$ cat config.mk
export PLATFORM = sky130hd
export DESIGN_NAME = multicycle_control_flat
export DESIGN_NICKNAME = d
export VERILOG_FILES = /design/src/rtl/mips_ctrl_pkg.sv /design/src/rtl/multicycle_control_if.sv /design/src/rtl/mem_wait_timer.sv /design/src/rtl/multicycle_control.sv /design/src/flat_wrapper.sv
export SDC_FILE = /design/constraint.sdc
export NUM_CORES = 1
export LEC_CHECK = 0
export ABC_AREA = 1
export BUFFER_PORTS_ARGS = -buffer_cell sky130_fd_sc_hd__buf_4
export CORE_ASPECT_RATIO = 1.25
export CORE_MARGIN = 5
export CORE_UTILIZATION = 45
export DETAILED_ROUTE_END_ITERATION = 7
export PLACE_DENSITY = 0.87
export SYNTH_ARGS = -nofsm -noshare
export SYNTH_HDL_FRONTEND = slang
export SYNTH_SLANG_ARGS = --single-unit
$ cat constraint.sdc
create_clock -name clk -period 1.4 [get_ports clk]
set_input_delay 0.07 -clock clk [delete_from_list [all_inputs] [get_ports clk]]
set_output_delay 0.07 -clock clk [all_outputs]
set_load 0.005 [all_outputs]
$ cat src/rtl/mips_ctrl_pkg.sv
// Shared definitions for the multi-cycle MIPS control unit: state encodings,
// opcode constants and the datapath select codes used by ALU control and datapath.
package mips_ctrl_pkg;

  typedef enum logic [3:0] {
    S_FETCH   = 4'd0,
    S_DECODE  = 4'd1,
    S_MEMADR  = 4'd2,
    S_MEMRD   = 4'd3,
    S_MEMWB   = 4'd4,
    S_MEMWR   = 4'd5,
    S_EXEC    = 4'd6,
    S_RTYPEWB = 4'd7,
    S_BRANCH  = 4'd8,
    S_ADDIEXE = 4'd9,
    S_ADDIWB  = 4'd10,
    S_JUMP    = 4'd11,
    S_JR      = 4'd12
  } state_e;

  localparam logic [5:0] OP_RTYPE = 6'd0;
  localparam logic [5:0] OP_J     = 6'd2;
  localparam logic [5:0] OP_BEQ   = 6'd4;
  localparam logic [5:0] OP_BNE   = 6'd5;
  localparam logic [5:0] OP_ADDI  = 6'd8;
  localparam logic [5:0] OP_LW    = 6'd35;
  localparam logic [5:0] OP_SW    = 6'd43;
  localparam logic [5:0] FUNCT_JR = 6'd8;

  localparam logic [1:0] ALUOP_ADD   = 2'b00;
  localparam logic [1:0] ALUOP_SUB   = 2'b01;
  localparam logic [1:0] ALUOP_FUNCT = 2'b10;

  localparam logic [1:0] ALUB_REG     = 2'b00;
  localparam logic [1:0] ALUB_FOUR    = 2'b01;
  localparam logic [1:0] ALUB_IMM     = 2'b10;
  localparam logic [1:0] ALUB_IMM_SH2 = 2'b11;

  localparam logic [1:0] PCSRC_ALU    = 2'b00;
  localparam logic [1:0] PCSRC_ALUOUT = 2'b01;
  localparam logic [1:0] PCSRC_JUMP   = 2'b10;
  localparam logic [1:0] PCSRC_REGA   = 2'b11;

  typedef struct packed {
    logic       pcWrite;
    logic       pcWriteCond;
    logic       branchNe;
    logic       iorD;
    logic       memRead;
    logic       memWrite;
    logic       irWrite;
    logic       regDst;
    logic       memToReg;
    logic       regWrite;
    logic       aluSrcA;
    logic [1:0] aluSrcB;
    logic [1:0] aluOp;
    logic [1:0] pcSource;
    logic       illegalOp;
    logic       memFault;
    logic       instrDone;
  } ctrl_t;

endpackage

$ cat src/rtl/multicycle_control_if.sv
// Control-unit <-> datapath bundle. Handshake: memReady high in a memory state
// means the current access has completed; it is sampled on the rising edge.
interface multicycle_control_if;
  logic [5:0] opcode;
  logic [5:0] funct;
  logic       memReady;
  logic       pcWrite, pcWriteCond, branchNe;
  logic       iorD, memRead, memWrite, irWrite;
  logic       regDst, memToReg, regWrite;
  logic       aluSrcA;
  logic [1:0] aluSrcB, aluOp, pcSource;
  logic       illegalOp, memFault, instrDone;
  logic [3:0] state;

  modport master (
    input  opcode, funct, memReady,
    output pcWrite, pcWriteCond, branchNe, iorD, memRead, memWrite, irWrite,
           regDst, memToReg, regWrite, aluSrcA, aluSrcB, aluOp, pcSource,
           illegalOp, memFault, instrDone, state
  );

  modport slave (
    output opcode, funct, memReady,
    input  pcWrite, pcWriteCond, branchNe, iorD, memRead, memWrite, irWrite,
           regDst, memToReg, regWrite, aluSrcA, aluSrcB, aluOp, pcSource,
           illegalOp, memFault, instrDone, state
  );
endinterface

$ cat src/rtl/mem_wait_timer.sv
// Counts stalled cycles in a memory state; expired_o flags the abort point.
// MEM_TIMEOUT = 0 disables expiry entirely.
module mem_wait_timer #(
  parameter int MEM_TIMEOUT = 15
) (
  input  logic clk,
  input  logic rst_n,
  input  logic clear_i,
  input  logic count_en_i,
  output logic expired_o
);
  localparam int W = (MEM_TIMEOUT > 0) ? $clog2(MEM_TIMEOUT + 1) : 1;
  localparam logic [W-1:0] LIMIT = W'(MEM_TIMEOUT);

  logic [W-1:0] cnt_q, cnt_d;

  // Saturates at LIMIT so a disabled timeout never wraps into a false expiry.
  always_comb begin
    cnt_d = cnt_q;
    if (clear_i) begin
      cnt_d = '0;
    end else if (count_en_i && (cnt_q != LIMIT)) begin
      cnt_d = cnt_q + 1'b1;
    end
  end

  always_ff @(posedge clk or negedge rst_n) begin
    if (!rst_n) begin
      cnt_q <= '0;
    end else begin
      cnt_q <= cnt_d;
    end
  end

  assign expired_o = (MEM_TIMEOUT != 0) && (cnt_q == LIMIT);
endmodule

$ cat src/rtl/multicycle_control.sv
// Multi-cycle MIPS control FSM: Moore decode of state_q, plus ready-qualified
// IR/PC loads in FETCH and strobe suppression on a memory timeout abort.
module multicycle_control
  import mips_ctrl_pkg::*;
#(
  parameter int MEM_HANDSHAKE = 1,
  parameter int MEM_TIMEOUT   = 15
) (
  input  logic                        clk,
  input  logic                        rst_n,
  multicycle_control_if.master        bus
);
  state_e state_q, state_d;
  ctrl_t  c;
  logic   ready_eff, stalled, expired, abort;

  assign ready_eff = (MEM_HANDSHAKE != 0) ? bus.memReady : 1'b1;
  assign stalled   = (state_q inside {S_FETCH, S_MEMRD, S_MEMWR}) && !ready_eff;
  assign abort     = stalled && expired;

  mem_wait_timer #(.MEM_TIMEOUT(MEM_TIMEOUT)) u_timer (
    .clk        (clk),
    .rst_n      (rst_n),
    .clear_i    ((state_d != state_q) || abort),
    .count_en_i (stalled),
    .expired_o  (expired)
  );

  always_comb begin
    state_d = S_FETCH;
    c       = '0;
    unique case (state_q)
      S_FETCH: begin
        c.memRead = 1'b1;
        c.aluSrcB = ALUB_FOUR;
        c.irWrite = ready_eff;
        c.pcWrite = ready_eff;
        state_d   = ready_eff ? S_DECODE : S_FETCH;
      end
      S_DECODE: begin
        c.aluSrcB = ALUB_IMM_SH2;
        if (bus.opcode == OP_RTYPE) begin
          state_d = (bus.funct == FUNCT_JR) ? S_JR : S_EXEC;
        end else if (bus.opcode == OP_LW || bus.opcode == OP_SW) begin
          state_d = S_MEMADR;
        end else if (bus.opcode == OP_BEQ || bus.opcode == OP_BNE) begin
          state_d = S_BRANCH;
        end else if (bus.opcode == OP_ADDI) begin
          state_d = S_ADDIEXE;
        end else if (bus.opcode == OP_J) begin
          state_d = S_JUMP;
        end else begin
          c.illegalOp = 1'b1;
        end
      end
      S_MEMADR: begin
        c.aluSrcA = 1'b1;
        c.aluSrcB = ALUB_IMM;
        state_d   = (bus.opcode == OP_LW) ? S_MEMRD : S_MEMWR;
      end
      S_MEMRD: begin
        c.memRead = 1'b1;
        c.iorD    = 1'b1;
        state_d   = ready_eff ? S_MEMWB : (abort ? S_FETCH : S_MEMRD);
      end
      S_MEMWB: begin
        c.memToReg  = 1'b1;
        c.regWrite  = 1'b1;
        c.instrDone = 1'b1;
      end
      S_MEMWR: begin
        c.memWrite  = 1'b1;
        c.iorD      = 1'b1;
        c.instrDone = ready_eff;
        state_d     = (ready_eff || abort) ? S_FETCH : S_MEMWR;
      end
      S_EXEC: begin
        c.aluSrcA = 1'b1;
        c.aluSrcB = ALUB_REG;
        c.aluOp   = ALUOP_FUNCT;
        state_d   = S_RTYPEWB;
      end
      S_RTYPEWB: begin
        c.regDst    = 1'b1;
        c.regWrite  = 1'b1;
        c.instrDone = 1'b1;
      end
      S_BRANCH: begin
        c.aluSrcA     = 1'b1;
        c.aluOp       = ALUOP_SUB;
        c.pcWriteCond = 1'b1;
        c.pcSource    = PCSRC_ALUOUT;
        c.branchNe    = (bus.opcode == OP_BNE);
        c.instrDone   = 1'b1;
      end
      S_ADDIEXE: begin
        c.aluSrcA = 1'b1;
        c.aluSrcB = ALUB_IMM;
        state_d   = S_ADDIWB;
      end
      S_ADDIWB: begin
        c.regWrite  = 1'b1;
        c.instrDone = 1'b1;
      end
      S_JUMP: begin
        c.pcWrite   = 1'b1;
        c.pcSource  = PCSRC_JUMP;
        c.instrDone = 1'b1;
      end
      S_JR: begin
        c.pcWrite   = 1'b1;
        c.pcSource  = PCSRC_REGA;
        c.instrDone = 1'b1;
      end
      default: ;
    endcase
    // An abort must leave no write strobe behind, and reset silences everything.
    if (abort) begin
      c.memWrite = 1'b0;
      c.memFault = 1'b1;
    end
    if (!rst_n) begin
      c = '0;
    end
  end

  always_ff @(posedge clk or negedge rst_n) begin
    if (!rst_n) begin
      state_q <= S_FETCH;
    end else begin
      state_q <= state_d;
    end
  end

  assign bus.pcWrite     = c.pcWrite;
  assign bus.pcWriteCond = c.pcWriteCond;
  assign bus.branchNe    = c.branchNe;
  assign bus.iorD        = c.iorD;
  assign bus.memRead     = c.memRead;
  assign bus.memWrite    = c.memWrite;
  assign bus.irWrite     = c.irWrite;
  assign bus.regDst      = c.regDst;
  assign bus.memToReg    = c.memToReg;
  assign bus.regWrite    = c.regWrite;
  assign bus.aluSrcA     = c.aluSrcA;
  assign bus.aluSrcB     = c.aluSrcB;
  assign bus.aluOp       = c.aluOp;
  assign bus.pcSource    = c.pcSource;
  assign bus.illegalOp   = c.illegalOp;
  assign bus.memFault    = c.memFault;
  assign bus.instrDone   = c.instrDone;
  assign bus.state       = state_q;
endmodule

$ cat src/flat_wrapper.sv
// flat-port wrapper written by rule: the top's interface ports become plain ports
module multicycle_control_flat import mips_ctrl_pkg::*;
#(
  parameter int MEM_HANDSHAKE = 1,
  parameter int MEM_TIMEOUT   = 15
)
  (clk, rst_n, bus_opcode, bus_funct, bus_memReady, bus_pcWrite, bus_pcWriteCond, bus_branchNe, bus_iorD, bus_memRead, bus_memWrite, bus_irWrite, bus_regDst, bus_memToReg, bus_regWrite, bus_aluSrcA, bus_aluSrcB, bus_aluOp, bus_pcSource, bus_illegalOp, bus_memFault, bus_instrDone, bus_state);
  multicycle_control_if bus_i ();
  input  logic clk;
  input  logic rst_n;
  input wire logic [$bits(bus_i.opcode)-1:0] bus_opcode;
  input wire logic [$bits(bus_i.funct)-1:0] bus_funct;
  input wire logic [$bits(bus_i.memReady)-1:0] bus_memReady;
  output wire logic [$bits(bus_i.pcWrite)-1:0] bus_pcWrite;
  output wire logic [$bits(bus_i.pcWriteCond)-1:0] bus_pcWriteCond;
  output wire logic [$bits(bus_i.branchNe)-1:0] bus_branchNe;
  output wire logic [$bits(bus_i.iorD)-1:0] bus_iorD;
  output wire logic [$bits(bus_i.memRead)-1:0] bus_memRead;
  output wire logic [$bits(bus_i.memWrite)-1:0] bus_memWrite;
  output wire logic [$bits(bus_i.irWrite)-1:0] bus_irWrite;
  output wire logic [$bits(bus_i.regDst)-1:0] bus_regDst;
  output wire logic [$bits(bus_i.memToReg)-1:0] bus_memToReg;
  output wire logic [$bits(bus_i.regWrite)-1:0] bus_regWrite;
  output wire logic [$bits(bus_i.aluSrcA)-1:0] bus_aluSrcA;
  output wire logic [$bits(bus_i.aluSrcB)-1:0] bus_aluSrcB;
  output wire logic [$bits(bus_i.aluOp)-1:0] bus_aluOp;
  output wire logic [$bits(bus_i.pcSource)-1:0] bus_pcSource;
  output wire logic [$bits(bus_i.illegalOp)-1:0] bus_illegalOp;
  output wire logic [$bits(bus_i.memFault)-1:0] bus_memFault;
  output wire logic [$bits(bus_i.instrDone)-1:0] bus_instrDone;
  output wire logic [$bits(bus_i.state)-1:0] bus_state;
  assign bus_i.opcode = bus_opcode;
  assign bus_i.funct = bus_funct;
  assign bus_i.memReady = bus_memReady;
  assign bus_pcWrite = bus_i.pcWrite;
  assign bus_pcWriteCond = bus_i.pcWriteCond;
  assign bus_branchNe = bus_i.branchNe;
  assign bus_iorD = bus_i.iorD;
  assign bus_memRead = bus_i.memRead;
  assign bus_memWrite = bus_i.memWrite;
  assign bus_irWrite = bus_i.irWrite;
  assign bus_regDst = bus_i.regDst;
  assign bus_memToReg = bus_i.memToReg;
  assign bus_regWrite = bus_i.regWrite;
  assign bus_aluSrcA = bus_i.aluSrcA;
  assign bus_aluSrcB = bus_i.aluSrcB;
  assign bus_aluOp = bus_i.aluOp;
  assign bus_pcSource = bus_i.pcSource;
  assign bus_illegalOp = bus_i.illegalOp;
  assign bus_memFault = bus_i.memFault;
  assign bus_instrDone = bus_i.instrDone;
  assign bus_state = bus_i.state;
  multicycle_control #(.MEM_HANDSHAKE(MEM_HANDSHAKE), .MEM_TIMEOUT(MEM_TIMEOUT)) u_core (.clk(clk), .rst_n(rst_n), .bus(bus_i));
endmodule
==> metrics.txt <==
outcome finished with violations; failing checks setup timing; cell area after synthesis between 800 and 900 µm²; maxcap violations 0; Num CTS Buffers 3; Syn Inst Count about 130; worst slack, placed around 5.8 ps; antenna viol nets, final 0; Layout Utilization 0.785; initial DRC count 17; critical path cell sequence buf_6 > nor2_4 > nand2_1 > nand2_1 > a21oi_1 > a21oi_1 > buf_4; Chip Height between 50 and 60 µm; worst hold start bus_memReady; Setup Viol. Count Final 14; Reg-to-Reg End u_core.u_timer.cnt_q[1]; via/cell ratio approximately 5.5; critical path peak fanout 4; GPL Wtd Cong about 0.85; Via Count around 1100; crit-path max cell delay about 450 ps; #FFs+latches synth 8; peak supply drop between 0.0008 and 0.0009 V; Die Span X 48.3 µm; CP Data Required Time around 1300 ps; die area ~2800 µm²; clk_skew around 5 ps; first-pass GRT wire length around 4600 µm; largest net degree at the start of global routing 17; Max-slew headroom 0.588; Clock Tree Root clkbuf_4; crit path DAT 1520 ps; number of remaining DRC errors 0; WL final slightly below 3000 µm; TritonCTS clock tree done; Layout area overhead 68.4%; sequential-to-total area share from yosys stat 0.243; drt wl/cell between 10 and 15 µm; Worst-Margin Slew roughly 620 ps; vias in the first global route between 1000 and 1500; first drt pass iteration count 4; Hold Path Depth 4; YS warnings 0; Hold Path Sink u_core.bus.state[2]; Ant. Diodes 0; Cell Rows 17; fin crit period 1590 ps; total gr overflow 0; H-tree Lvls 1; Design Area, Final about 1400 µm²; total track usage 0.222; Hold WC Path Type input port to register; leakage roughly 0.75 nW; Slowest-stage cell, CP dfrtp_2; Tcrit/Tclk final 1.13; Buf/Inv on CP 2; r2r startpoint u_core.bus.state[2]; CTS max path bufs 2; Max Slew Vio Count 0; area of the core ~1800 µm²; FMAX 631 MHz; CTS Sinks 8; Setup CP Type register to output port; RSZ-0062 raised after global routing true; Avg Cell Area, Syn between 6 and 7 µm²; placed instance area 1140 µm²; Buffers on Ports 38; Post-layout nets approximately 200; Pwr Density approximately 900 nW/µm²; setup slack after layout -186 ps; reg2reg setup slack -10 ps; final hold viol count 0; hold_ws between 200 and 300 ps; worst-skew pair later-pin latency approximately 260 ps; post-synthesis cell type count 26; DP Wirelength a little over 2000 µm; layout cells sized above 1 0.553; initial antenna violation count 0; Synth Net Count 150; FF-to-FF path depth 7; cell family with most CP delay flip-flops; register clock-pin slew on the reported worst setup and hold paths about 60 ps; Critical Path Source Type register; IO Count 39; Starting Density 0.466; CP endpoint kind output port
[kinds of logic after synthesis]
family	synth area share
AO/OA/AOI/OAI	0.0912
XOR/XNOR	0.0213
adder cells (fa/ha/maj)	0.0152
buffers and inverters	0.123
flip-flops	0.243
AND/OR/NAND/NOR	0.506
[metal layers]
| layer | track usage | vias to the layer above | share of wire |
|---|---|---|---|
| li1 | - | 538 | - |
| met1 | 0.241 | 545 | 0.36 |
| met2 | 0.397 | 44 | 0.55 |
| met3 | 0.0311 | 12 | 0.056 |
| met4 | 0.0962 | 0 | 0.031 |
| met5 | 0 | - | 0 |
[synthesized netlist by cell type]
master	count	area, µm²
nand4_1	1	6.26
nor2_1	30	113
nand3_2	2	20.0
inv_1	21	78.8
nor2_2	4	25.0
inv_2	3	11.3
dfrtp_1	8	200
nor2_4	2	22.5
o21ai_0	2	10.0
o22ai_1	1	6.26
o21ai_1	1	5.00
nor4b_2	1	15.0
buf_4	1	7.51
clkbuf_1	1	3.75
xnor2_1	1	8.76
nand3b_1	1	7.51
a31oi_1	3	18.8
nand2_1	18	67.6
xor2_1	1	8.76
nand3b_4	1	20.0
nand3_1	16	80.1
ha_1	1	12.5
a21oi_1	7	35.0
nor3_1	3	15.0
nor4_1	1	6.26
nand2_2	3	18.8
[layout by cell type, fill, tap and decap left out, drive strengths merged]
cell         count
nand3           18
nor4             1
a21oi            7
a31oi            3
nand3b           2
o22ai            1
dlygate4sd3      1
nand4            1
dfrtp            8
inv             24
buf             52
o21ai            3
nor2            36
nor4b            1
ha               1
clkbuf           3
nand2           21
xor2             1
xnor2            1
nor3             3
[tightest hold or removal path, delay by kind of cell]
kind	cells	cell delay, ps
buf+inv	2	230
simple gates	2	180
[area by class of cell]
class	instances	area, µm²
repair buffers	53	412
inverters	24	92.6
well taps	19	23.8
multi-input cells	100	631
flip-flops and latches	8	205
clock buffers	3	22.5
fillers	133	379
[what timing repair did]
action                                  CTS  global route
endpoints found under the hold margin     8             0
gates cloned                              0             0
hold buffers                              1             0
endpoints found under the setup margin   16            23
pin swaps                                 8             8
setup buffers                             8             4
resized for setup                        21            25
[how the worst max path moves through the flow]
| stage | cells past startpoint | from | slack [ps] | endpoint |
|---|---|---|---|---|
| 6_report | 7 | u_core.bus.state[3] | -190 | bus_instrDone |
| 5_1_grt | 7 | u_core.bus.state[2] | -250 | bus_instrDone |
| 4_1_cts | 7 | u_core.bus.state[3] | -140 | bus_instrDone |
| 3_5_place_dp | 7 | u_core.bus.state[2] | 6 | bus_memWrite |
| 3_3_place_gp | 6 | u_core.bus.state[2] | 40 | bus_illegalOp |
| 2_1_floorplan | 6 | u_core.bus.state[3] | 190 | u_core.bus.state[0] |
[flip-flops by register name, summed over array words and instances, names as in the netlist]
signal	flops
u_core.bus.state	4
u_core.u_timer.cnt_q	4
[through the flow]
stage | cells | TNS [ps] | power [mW]
after floorplan | 134 | 0 | 0.616
after global placement | 191 | 0 | 0.827
after detailed placement | 191 | 0 | 0.843
after CTS | 203 | -1200 | 1.16
after global routing | 207 | -2950 | 1.36
final | 207 | -1390 | 1.27
[where the power goes]
group	internal (mW)	switching [mW]
clock	0.0983	0.0817
sequential	0.273	0.0568
combinational	0.352	0.404
total	0.723	0.542
Power figures use the tool's default switching activity.
